[src/rtl/sin_lut_arb_pkg.sv]
// sin_lut_arb_pkg
// Shared types and helpers for the sin_lut_arb shared-LUT arbiter.
//   phi_width(depth) : phase width for a full-wave table of 'depth' entries
//   tag_t            : tag carried alongside each in-flight LUT read
//   fold_phi(phi, w) : quarter-wave address fold, returns {addr, neg}
// Optional feature macro: SIN_LUT_ARB_QUARTER_WAVE_EN (adds the neg tag bit).
package sin_lut_arb_pkg;

  // Widest channel id (N_CH up to 8) and widest phase the fold helper handles.
  localparam int CH_W_MAX  = 3;
  localparam int PHI_W_MAX = 16;

  typedef logic [PHI_W_MAX-1:0] phi_max_t;

  // Quarter-wave table sampling: entry k holds
  //   round(A * sin(2*pi*(2k+1) / (2*DEPTH)))
  // i.e. each entry sits half a step into its bin, so mirroring the offset
  // (~o) in odd quadrants lands on exactly the symmetric sample.
  localparam int QW_HALF_STEP_NUM = 1;
  localparam int QW_HALF_STEP_DEN = 2;

  function automatic int phi_width(input int depth);
    return $clog2(depth);
  endfunction

  typedef struct packed {
    logic                vld;
    logic [CH_W_MAX-1:0] ch_id;
`ifdef SIN_LUT_ARB_QUARTER_WAVE_EN
    logic                neg;
`endif
  } tag_t;

  // Result is {addr, neg}; addr occupies the upper PHI_W_MAX bits, of which
  // only the low phi_w-2 are meaningful.
  function automatic logic [PHI_W_MAX:0] fold_phi(input phi_max_t phi,
                                                  input int       phi_w);
    phi_max_t   mask;
    phi_max_t   o;
    logic [1:0] q;
    mask = (phi_max_t'(1) << (phi_w - 2)) - phi_max_t'(1);
    o    = phi & mask;
    q    = 2'(phi >> (phi_w - 2));
    return {(q[0] ? (~o & mask) : o), q[1]};
  endfunction

endpackage

[src/rtl/sin_lut_arb_rr.sv]
// rr_arb
// Combinational round-robin grant with a registered rotating pointer.
// Reusable by any controller that time-shares a single resource.
//   clk, rst (sync, active-low)
//   req       : per-requester request
//   grant     : one-hot grant or zero (forced zero while rst=0)
//   grant_id  : index of the granted requester
//   grant_vld : a grant is issued this cycle
module rr_arb #(
  parameter int  N  = 4,
  localparam int PW = $clog2(N)
) (
  input  logic          clk,
  input  logic          rst,
  input  logic [N-1:0]  req,
  output logic [N-1:0]  grant,
  output logic [PW-1:0] grant_id,
  output logic          grant_vld
);

  logic [PW-1:0] rr_ptr;

  // Scan from rr_ptr upward (wrapping) and take the first requester.
  always_comb begin
    logic [PW-1:0] idx;
    grant     = '0;
    grant_id  = '0;
    grant_vld = 1'b0;
    idx       = '0;
    for (int i = 0; i < N; i++) begin
      idx = PW'((int'(rr_ptr) + i) % N);
      if (rst && !grant_vld && req[idx]) begin
        grant[idx] = 1'b1;
        grant_id   = idx;
        grant_vld  = 1'b1;
      end
    end
  end

  // Pointer moves to just past the winner; holds when nobody is granted.
  always_ff @(posedge clk) begin
    if (!rst) begin
      rr_ptr <= '0;
    end else if (grant_vld) begin
      rr_ptr <= (int'(grant_id) == N - 1) ? '0 : PW'(grant_id + 1'b1);
    end
  end

endmodule

[src/rtl/sin_lut_arb.sv]
// sin_lut_arb
// Time-shares one sin_lut among N_CH phase channels. Each granted request
// drives the LUT address one cycle later; a tag pipeline follows the read
// and steers the returned sample into that channel's holding register.
//   clk, rst (sync, active-low)
//   req_valid/req_phi/req_ready : per-channel request handshake
//   lut_phi/lut_wav             : shared LUT address out, data in
//   rsp_valid/rsp_wav           : per-channel update pulse and held sample
// Optional feature macro: SIN_LUT_ARB_QUARTER_WAVE_EN (quarter-wave table,
// address fold and result negation).
module sin_lut_arb
  import sin_lut_arb_pkg::*;
#(
  parameter int  N_CH    = 4,
  parameter int  WIDTH   = 24,
  parameter int  DEPTH   = 256,
  parameter int  LUT_LAT = 1,
  localparam int PHI_W   = phi_width(DEPTH),
`ifdef SIN_LUT_ARB_QUARTER_WAVE_EN
  localparam int LUT_AW  = PHI_W - 2
`else
  localparam int LUT_AW  = PHI_W
`endif
) (
  input  logic                    clk,
  input  logic                    rst,
  input  logic [N_CH-1:0]         req_valid,
  input  logic [N_CH*PHI_W-1:0]   req_phi,
  output logic [N_CH-1:0]         req_ready,
  output logic [LUT_AW-1:0]       lut_phi,
  input  logic [WIDTH-1:0]        lut_wav,
  output logic [N_CH-1:0]         rsp_valid,
  output logic [N_CH*WIDTH-1:0]   rsp_wav
);

  localparam int CH_W = $clog2(N_CH);

  logic [N_CH-1:0]   grant;
  logic [CH_W-1:0]   grant_id;
  logic              grant_vld;
  logic [PHI_W-1:0]  phi_sel;
  logic [LUT_AW-1:0] addr_nxt;
  tag_t              tag_nxt;
  tag_t              pipe [LUT_LAT+1];
  tag_t              ret;
  logic [WIDTH-1:0]  ret_wav;

  rr_arb #(.N(N_CH)) u_arb (
    .clk      (clk),
    .rst      (rst),
    .req      (req_valid),
    .grant    (grant),
    .grant_id (grant_id),
    .grant_vld(grant_vld)
  );

  assign req_ready = grant;

  // Phase of the granted channel (zero when idle; only used on a grant).
  always_comb begin
    phi_sel = '0;
    for (int c = 0; c < N_CH; c++) begin
      if (grant[c]) phi_sel = req_phi[c*PHI_W +: PHI_W];
    end
  end

`ifdef SIN_LUT_ARB_QUARTER_WAVE_EN
  logic [PHI_W_MAX:0] fold_vec;
  assign fold_vec = fold_phi(phi_max_t'(phi_sel), PHI_W);
  assign addr_nxt = LUT_AW'(fold_vec >> 1);
`else
  assign addr_nxt = phi_sel;
`endif

  // Tag entering the pipeline; vld=0 on idle cycles keeps slots empty.
  always_comb begin
    tag_nxt       = '0;
    tag_nxt.vld   = grant_vld;
    tag_nxt.ch_id = CH_W_MAX'(grant_id);
`ifdef SIN_LUT_ARB_QUARTER_WAVE_EN
    tag_nxt.neg   = fold_vec[0];
`endif
  end

  // Address register holds its last value while idle.
  always_ff @(posedge clk) begin
    if (!rst) begin
      lut_phi <= '0;
    end else if (grant_vld) begin
      lut_phi <= addr_nxt;
    end
  end

  // Stage k is valid during T+1+k; the last stage lines up with lut_wav.
  always_ff @(posedge clk) begin
    if (!rst) begin
      for (int k = 0; k <= LUT_LAT; k++) pipe[k] <= '0;
    end else begin
      pipe[0] <= tag_nxt;
      for (int k = 1; k <= LUT_LAT; k++) pipe[k] <= pipe[k-1];
    end
  end

  assign ret = pipe[LUT_LAT];

  always_comb begin
`ifdef SIN_LUT_ARB_QUARTER_WAVE_EN
    ret_wav = ret.neg ? -lut_wav : lut_wav;
`else
    ret_wav = lut_wav;
`endif
  end

  // Retire: update only the tagged channel and pulse its valid for a cycle.
  always_ff @(posedge clk) begin
    if (!rst) begin
      rsp_valid <= '0;
      rsp_wav   <= '0;
    end else begin
      rsp_valid <= '0;
      for (int c = 0; c < N_CH; c++) begin
        if (ret.vld && ret.ch_id == CH_W_MAX'(c)) begin
          rsp_valid[c]              <= 1'b1;
          rsp_wav[c*WIDTH +: WIDTH] <= ret_wav;
        end
      end
    end
  end

endmodule
[config.mk]
export PLATFORM = sky130hd
export DESIGN_NAME = sin_lut_arb
export DESIGN_NICKNAME = d
export VERILOG_FILES = /design/src/rtl/sin_lut_arb_pkg.sv /design/src/rtl/sin_lut_arb_rr.sv /design/src/rtl/sin_lut_arb.sv
export SDC_FILE = /design/constraint.sdc
export NUM_CORES = 1
export LEC_CHECK = 0
export CORE_UTILIZATION = 30
export CTS_BUF_LIST = sky130_fd_sc_hd__clkbuf_8 sky130_fd_sc_hd__clkbuf_16
export CTS_CLUSTER_DIAMETER = 200
export DETAILED_ROUTE_END_ITERATION = 10
export PLACE_DENSITY = 0.56
export SETUP_SLACK_MARGIN = 0.05
export SLEW_MARGIN = 20
export SYNTH_ARGS = -nofsm -noshare
export SYNTH_HDL_FRONTEND = slang
export SYNTH_SLANG_ARGS = --single-unit
[constraint.sdc]
create_clock -name clk -period 5.4 [get_ports clk]
set_clock_uncertainty 0.1 [all_clocks]
set_input_delay 1.08 -clock clk [delete_from_list [all_inputs] [get_ports clk]]
set_output_delay 1.08 -clock clk [all_outputs]
set_load 0.02 [all_outputs]
==> reports/metrics.cfg, run 1 <==
[yosys]
synth_edf_count = 0
synth_area_mm2 = 0.00503
synthFlopType = dfxtp_1
synthArstFlopShare = 0
synth_top_area_frac = 0.461
synth_area_leaders = dfxtp_1 (46%), nand2_1 (15%), a21oi_1 (9.9%)
synth-xor-area-share = 0
synth_compound_area_frac = 0.218
ys_types = 54
synthSimpleGateAreaFrac = 0.213
syn_nets = 686
synth-seq-cells = 116
synth_top_family_by_area = compound AO/OA/AOI/OAI gates
synth-seq-area-share = 0.461
synth_area_leader_cell = dfxtp_1
synthMuxAreaShare = 0.0241
ys_warn_count = 0
syn_area_per_cell_um2 = 8.17
synth_cells = 616
synth_fa_ha_area_frac = 0.0199

[clocking]
clkTransAtPathRegs_ns = 0.06
cts_resized = 0
max-clock-path-buffers = 2
post_cts_buffers = 0
root_buffer = clkbuf_16
cts_sinks = 116
holdBufCountCts = 0
clk_latency_ns = 0.41
htreeDepth = 4
cts_made_buffers = 17
cts_tree = built

[pwr]
ir_drop_v = 0.000224
pwr-share-seq = 0.309
powerDensity_mw_per_mm2 = 425
p_leak_nw = 2.70
power.share.clock = 0.385
p_sw_frac = 0.311
p_switching_mw = 1.00
p_comb_frac = 0.306
internal-power_mw = 2.22

[placement]
place_ws_ns = 0.361
numPlacedInstances = 969
place.gp.congestion = 0.909
io_buffers = 173
dpl.hpwl_mm = 11.1

[sta]
setup_viol = 0
finalHoldViolations = 0
finalCriticalPeriod_ns = 5.07
fin_ws_ns = 0.327
maxClockFrequency_mhz = 197
rsz0062_at_grt = false
slew_viol_final = 0
tns_ns = 0
fin_crit_sh = 0.939
maxSlewHeadroom = 0.309
max_slew.worst_pin.slew_ns = 1.04

[hold_path]
hold_depth = 1
worstHoldPathType = register to register

[layout]
layout_common_cells = nand2_1 (203), clkdlybuf4s50_1 (173), dfxtp_1 (116), a21oi_1 (100), inv_1 (20)
layout_commonest_cell = nand2_1
n_antenna_cell = 0
multi_input_comb_area_mm2 = 0.00240
drive_gt1_frac = 0.0865
regArea_mm2 = 0.00232
fillers = 1550
synthToLayoutAreaGrowth_pct = 50.5
stdcell_count = 1002
nets = 843

[die]
die_h_um = 132
fp.dieArea_mm2 = 0.0173
initial_core_util = 0.312
fp.dieW_um = 132
rows = 46
ios = 174
core_area_mm2 = 0.0161

[critical_path]
crit_fanout = 12
cp-end-kind = output port
critical_path_arrival_ns = 3.89
cp.required_ns = 4.22
critPathKind = primary input to output port
worstRegToRegCells = 9
worstSetupStartpointType = primary input

[global_routing]
grt_pass1_vias = 4826
antenna_found_initial = 0
grt_use_total = 0.185
grt_overflow_total = 0
grt_pass1_wl_mm = 25.3
grt_max_degree = 104

[run]
maxCapViolations = 0

[detailed_routing]
vias = 4936
drcViolationCount = 0
first_pass_iters = 7
wl_mm = 16.0
ant_nets = 0
avgRoutedWirePerCell_um = 16.0
viasPerCell = 4.93
drt_iter0_drc = 239

[outcome]
status = finished clean

metrics by stage:
stage | hold WS (ns) | power (mW) | utilization | cell area, um^2
6_report | 0.337 | 3.22 | 0.470 | 7580
3_5_place_dp | 0.324 | 1.99 | 0.428 | 6900
5_1_grt | 0.356 | 3.37 | 0.470 | 7580
2_1_floorplan | 0.312 | 1.66 | - | 5030
4_1_cts | 0.339 | 3.24 | 0.469 | 7560
3_3_place_gp | 0.327 | 1.99 | 0.428 | 6900
power groups by stage:
stage / clock [mW] / combinational, mW / sequential (mW)
floorplan: 0 / 0.590 / 1.07
global placement: 0 / 0.977 / 1.01
detailed placement: 0 / 0.978 / 1.01
CTS: 1.26 / 0.983 / 0.995
global route: 1.31 / 1.06 / 1.00
finish: 1.24 / 0.985 / 0.995
worst max-delay path, stage by stage:
cell and delay (ns):
clkdlybuf4s50_1 0.70, and2b_1 0.26, mux4_2 0.52, a41o_1 0.37, or3_1 0.38, clkdlybuf4s50_1 0.56
synth_stat cells, types with 3 or more instances:
cell type,n
nor3b_1,3
mux4_2,4
a2111oi_2,8
dfxtp_1,116
and4_1,8
o21ai_0,4
a31oi_1,9
clkbuf_1,38
nand2_1,203
a32oi_1,3
a21oi_1,100
o311ai_0,9
inv_1,20
o31ai_1,10
ha_1,8
nor2_1,9
nor2b_1,4
buf_6,5
and2_1,4
o2bb2ai_1,8
area by class of cell:
type                            instances  share of cell area
Multi-Input combinational cell        430               0.317
Sequential cell                       116               0.306
Timing Repair Buffer                  186               0.243
Clock buffer                           19              0.0598
Tap cell                              216              0.0357
Clock inverter                         13              0.0269
Inverter                               22              0.0111
routing by layer:
layer / up-vias / part of all wire / track usage
met5: - / 0 / 0
met4: 0 / 0.015 / 0.0672
met3: 19 / 0.061 / 0.0502
met2: 172 / 0.47 / 0.305
met1: 2312 / 0.45 / 0.230
li1: 2433 / - / -
sequential cells by signal (all words and copies together), names as in the netlist:
signal and flops:
lut_phi 8, pipe 6, rsp_valid 4, rsp_wav 96, u_arb.rr_ptr 2
cell families (layout without fill, tap and decap cells):
family                     after synthesis  count (layout)
and+or+nand+nor                        248             248
AOI/OAI and AO/OA                      167             167
DFF                                    116             116
buffers and inverters                   70             240
adders and majority gates                8               8
muxes                                    7               7
final timing paths:
path                           startpoint                 endpoint  slack (ns)
max                          req_valid[1]             req_ready[3]        0.33
min                 pipe[0][3]$_SDFF_PN0_    pipe[0][7]$_SDFF_PN0_        0.34
max reg2reg  u_arb.rr_ptr[1]$_SDFFE_PN0P_  lut_phi[0]$_SDFFE_PN0P_        1.63
min reg2reg         pipe[0][3]$_SDFF_PN0_    pipe[0][7]$_SDFF_PN0_        0.34
Power figures use the tool's default switching activity.
==> run 2, diff against run 1 <==
--- a/config.mk
+++ b/config.mk
@@ -5,6 +5,7 @@
 export SDC_FILE = /design/constraint.sdc
 export NUM_CORES = 1
 export LEC_CHECK = 0
+export CAP_MARGIN = 20
 export CORE_UTILIZATION = 30
 export CTS_BUF_LIST = sky130_fd_sc_hd__clkbuf_8 sky130_fd_sc_hd__clkbuf_16
 export CTS_CLUSTER_DIAMETER = 200
@@ -15,3 +16,4 @@
 export SYNTH_ARGS = -nofsm -noshare
 export SYNTH_HDL_FRONTEND = slang
 export SYNTH_SLANG_ARGS = --single-unit
+export TNS_END_PERCENT = 50
==> constraint.sdc (replaced) <==
create_clock -name clk -period 6.4 [get_ports clk]
set_clock_uncertainty 0.1 [all_clocks]
set_input_delay 1.28 -clock clk [delete_from_list [all_inputs] [get_ports clk]]
set_output_delay 1.28 -clock clk [all_outputs]
set_load 0.02 [all_outputs]
==> reports/metrics.cfg, run 2 (synthesized netlist as in run 1, its figures left out) <==
[detailed_routing]
ant_nets = 0  ; unchanged
drcViolationCount = 0  ; unchanged
viasPerCell = 4.99  ; was 4.93
first_pass_iters = 5  ; was 7
wl_mm = 15.9  ; was 16.0 mm
drt_iter0_drc = 258  ; was 239
avgRoutedWirePerCell_um = 16.0  ; about the same
vias = 4959  ; was 4936

[layout]
largest_register_ffs = 96  ; unchanged
layout_common_cells = nand2_1 (203), clkdlybuf4s50_1 (173), dfxtp_1 (116), a21oi_1 (100), inv_1 (21)  ; was nand2_1 (203), clkdlybuf4s50_1 (173), dfxtp_1 (116), a21oi_1 (100), inv_1 (20)
layout_commonest_cell = nand2_1  ; unchanged
nets = 835  ; was 843
stdcell_area_mm2 = 0.00751  ; was 0.00758 mm^2
reg_top3 = rsp_wav x96, lut_phi x8, pipe x6  ; unchanged
fillers = 1518  ; was 1550
top_register = rsp_wav  ; unchanged
n_antenna_cell = 0  ; unchanged
synthToLayoutAreaGrowth_pct = 49.2  ; was 50.5%
drive_gt1_frac = 0.0758  ; was 0.0865

[sta]
finalCriticalPeriod_ns = 5.70
fin_crit_sh = 0.891
maxSlewHeadroom = 0.268  ; was 0.309
setup_viol = 0  ; unchanged
finalHoldViolations = 0  ; unchanged
rsz0062_at_grt = false  ; unchanged
max_slew.worst_pin.slew_ns = 1.10  ; was 1.04 ns
tns_ns = 0  ; unchanged
slew_viol_final = 0  ; unchanged
maxClockFrequency_mhz = 175

[clocking]
clkTransAtPathRegs_ns = 0.06  ; about the same
cts_made_buffers = 17  ; unchanged
clk_latency_ns = 0.40  ; was 0.41 ns
cts_sinks = 116  ; unchanged
max-clock-path-buffers = 2  ; unchanged
cts_tree = built  ; unchanged
htreeDepth = 4  ; unchanged
holdBufCountCts = 0  ; unchanged
cts_resized = 0  ; unchanged
root_buffer = clkbuf_16  ; unchanged
post_cts_buffers = 0  ; unchanged

[placement]
dpl_cell_area_mm2 = 0.00685  ; was 0.00690 mm^2
place.gp.congestion = 0.891  ; was 0.909
dpl.hpwl_mm = 11.1  ; about the same
io_buffers = 173  ; unchanged

[hold_path]
min_to = pipe[0][7]$_SDFF_PN0_  ; unchanged
hp-start = pipe[0][3]$_SDFF_PN0_  ; unchanged
hold_depth = 1  ; unchanged
worstHoldPathType = register to register  ; unchanged

[critical_path]
cp-end-kind = output port  ; unchanged
critical_path_arrival_ns = 4.32  ; was 3.89 ns
crit_fanout = 19  ; was 12
worstSetupStartpointType = register  ; was primary input
worstRegToRegCells = 9  ; unchanged
setup.worst_path.start = u_arb.rr_ptr[0]$_SDFFE_PN0P_  ; was req_valid[1]
r2r-end = lut_phi[2]$_SDFFE_PN0P_  ; was lut_phi[0]$_SDFFE_PN0P_
critPathKind = register to output port  ; was primary input to output port
r2r_slack_ns = 2.25  ; was 1.63 ns
r2r_start = u_arb.rr_ptr[0]$_SDFFE_PN0P_  ; was u_arb.rr_ptr[1]$_SDFFE_PN0P_
cp.required_ns = 5.02  ; was 4.22 ns

[run]
maxCapViolations = 0  ; unchanged

[outcome]
status = finished clean  ; unchanged

[global_routing]
grt_use_total = 0.183  ; was 0.185
grt_overflow_total = 0  ; unchanged
antenna_found_initial = 0  ; unchanged
grt_pass1_vias = 4758  ; was 4826
grt_max_degree = 101  ; was 104
grt_pass1_wl_mm = 25.4  ; was 25.3 mm

[die]
ios = 174  ; unchanged
initial_core_util = 0.312  ; unchanged
rows = 46  ; unchanged
core_area_mm2 = 0.0161  ; unchanged
fp.dieW_um = 132  ; unchanged
die_h_um = 132  ; unchanged
fp.dieArea_mm2 = 0.0173  ; unchanged

[pwr]
power.total_mw = 2.70  ; was 3.22 mW
powerDensity_mw_per_mm2 = 359  ; was 425 mW/mm^2
ir_drop_v = 0.000191  ; was 0.000224 V
p_leak_nw = 2.64  ; was 2.70 nW

==> run 2: cell count changes in the layout (fill, tap and decap cells not counted), sizes merged <==
| cell | change |
|---|---|
| clkinvlp | +3 |
| clkinv | -3 |
| buf | -8 |
==> run 2: per-layer routing <==
metal | track usage | routed length (um) | up-vias
met3 | 0.0509 | 1020 | 18
li1 | - | - | 2424
met4 | 0.0614 | 234 | 0
met5 | 0 | 0 | -
met1 | 0.236 | 7300 | 2308
met2 | 0.293 | 7360 | 209
==> run 2: worst max path at each step <==
stage | to | slack, ns
after global routing | req_ready[2] | 0.43
after floorplan | req_ready[3] | 1.97
after global placement | req_ready[2] | 0.84
after CTS | req_ready[2] | 0.69
after detailed placement | req_ready[2] | 0.77
final | req_ready[2] | 0.70
==> run 2: cell type report <==
| type | instances | area, um^2 | area share |
|---|---|---|---|
| multi-input combinational | 430 | 2410 | 0.320 |
| sequential | 116 | 2320 | 0.309 |
| timing repair buffer | 178 | 1770 | 0.236 |
| clock buffer | 19 | 453 | 0.0603 |
| tap | 216 | 270 | 0.0360 |
| clock inverter | 13 | 206 | 0.0275 |
| inverter | 22 | 83.8 | 0.0112 |
==> run 2: worst max-delay path, cell delays in order (launching register included) <==
cell	delay (ns)
dfxtp_1	0.77
inv_1	0.33
ha_1	0.62
mux4_2	0.59
clkinv_1	0.11
a32oi_1	0.12
o221a_2	0.35
inv_1	0.34
clkdlybuf4s50_1	0.69
==> run 2: power breakdown <==
group / switching, mW / internal [mW] / total, mW
Sequential: 0.0642 / 0.793 / 0.858
Clock: 0.329 / 0.710 / 1.04
Combinational: 0.447 / 0.353 / 0.800
==> run 2: through the flow <==
step / hold WS [ns] / instances / util / setup slack, ns
global placement: 0.324 / 962 / 0.425 / 0.844
floorplan: 0.312 / 616 / - / 1.97
detailed placement: 0.319 / 962 / 0.425 / 0.767
finish: 0.330 / 994 / 0.466 / 0.700
global route: 0.358 / 994 / 0.466 / 0.434
CTS: 0.332 / 994 / 0.466 / 0.687
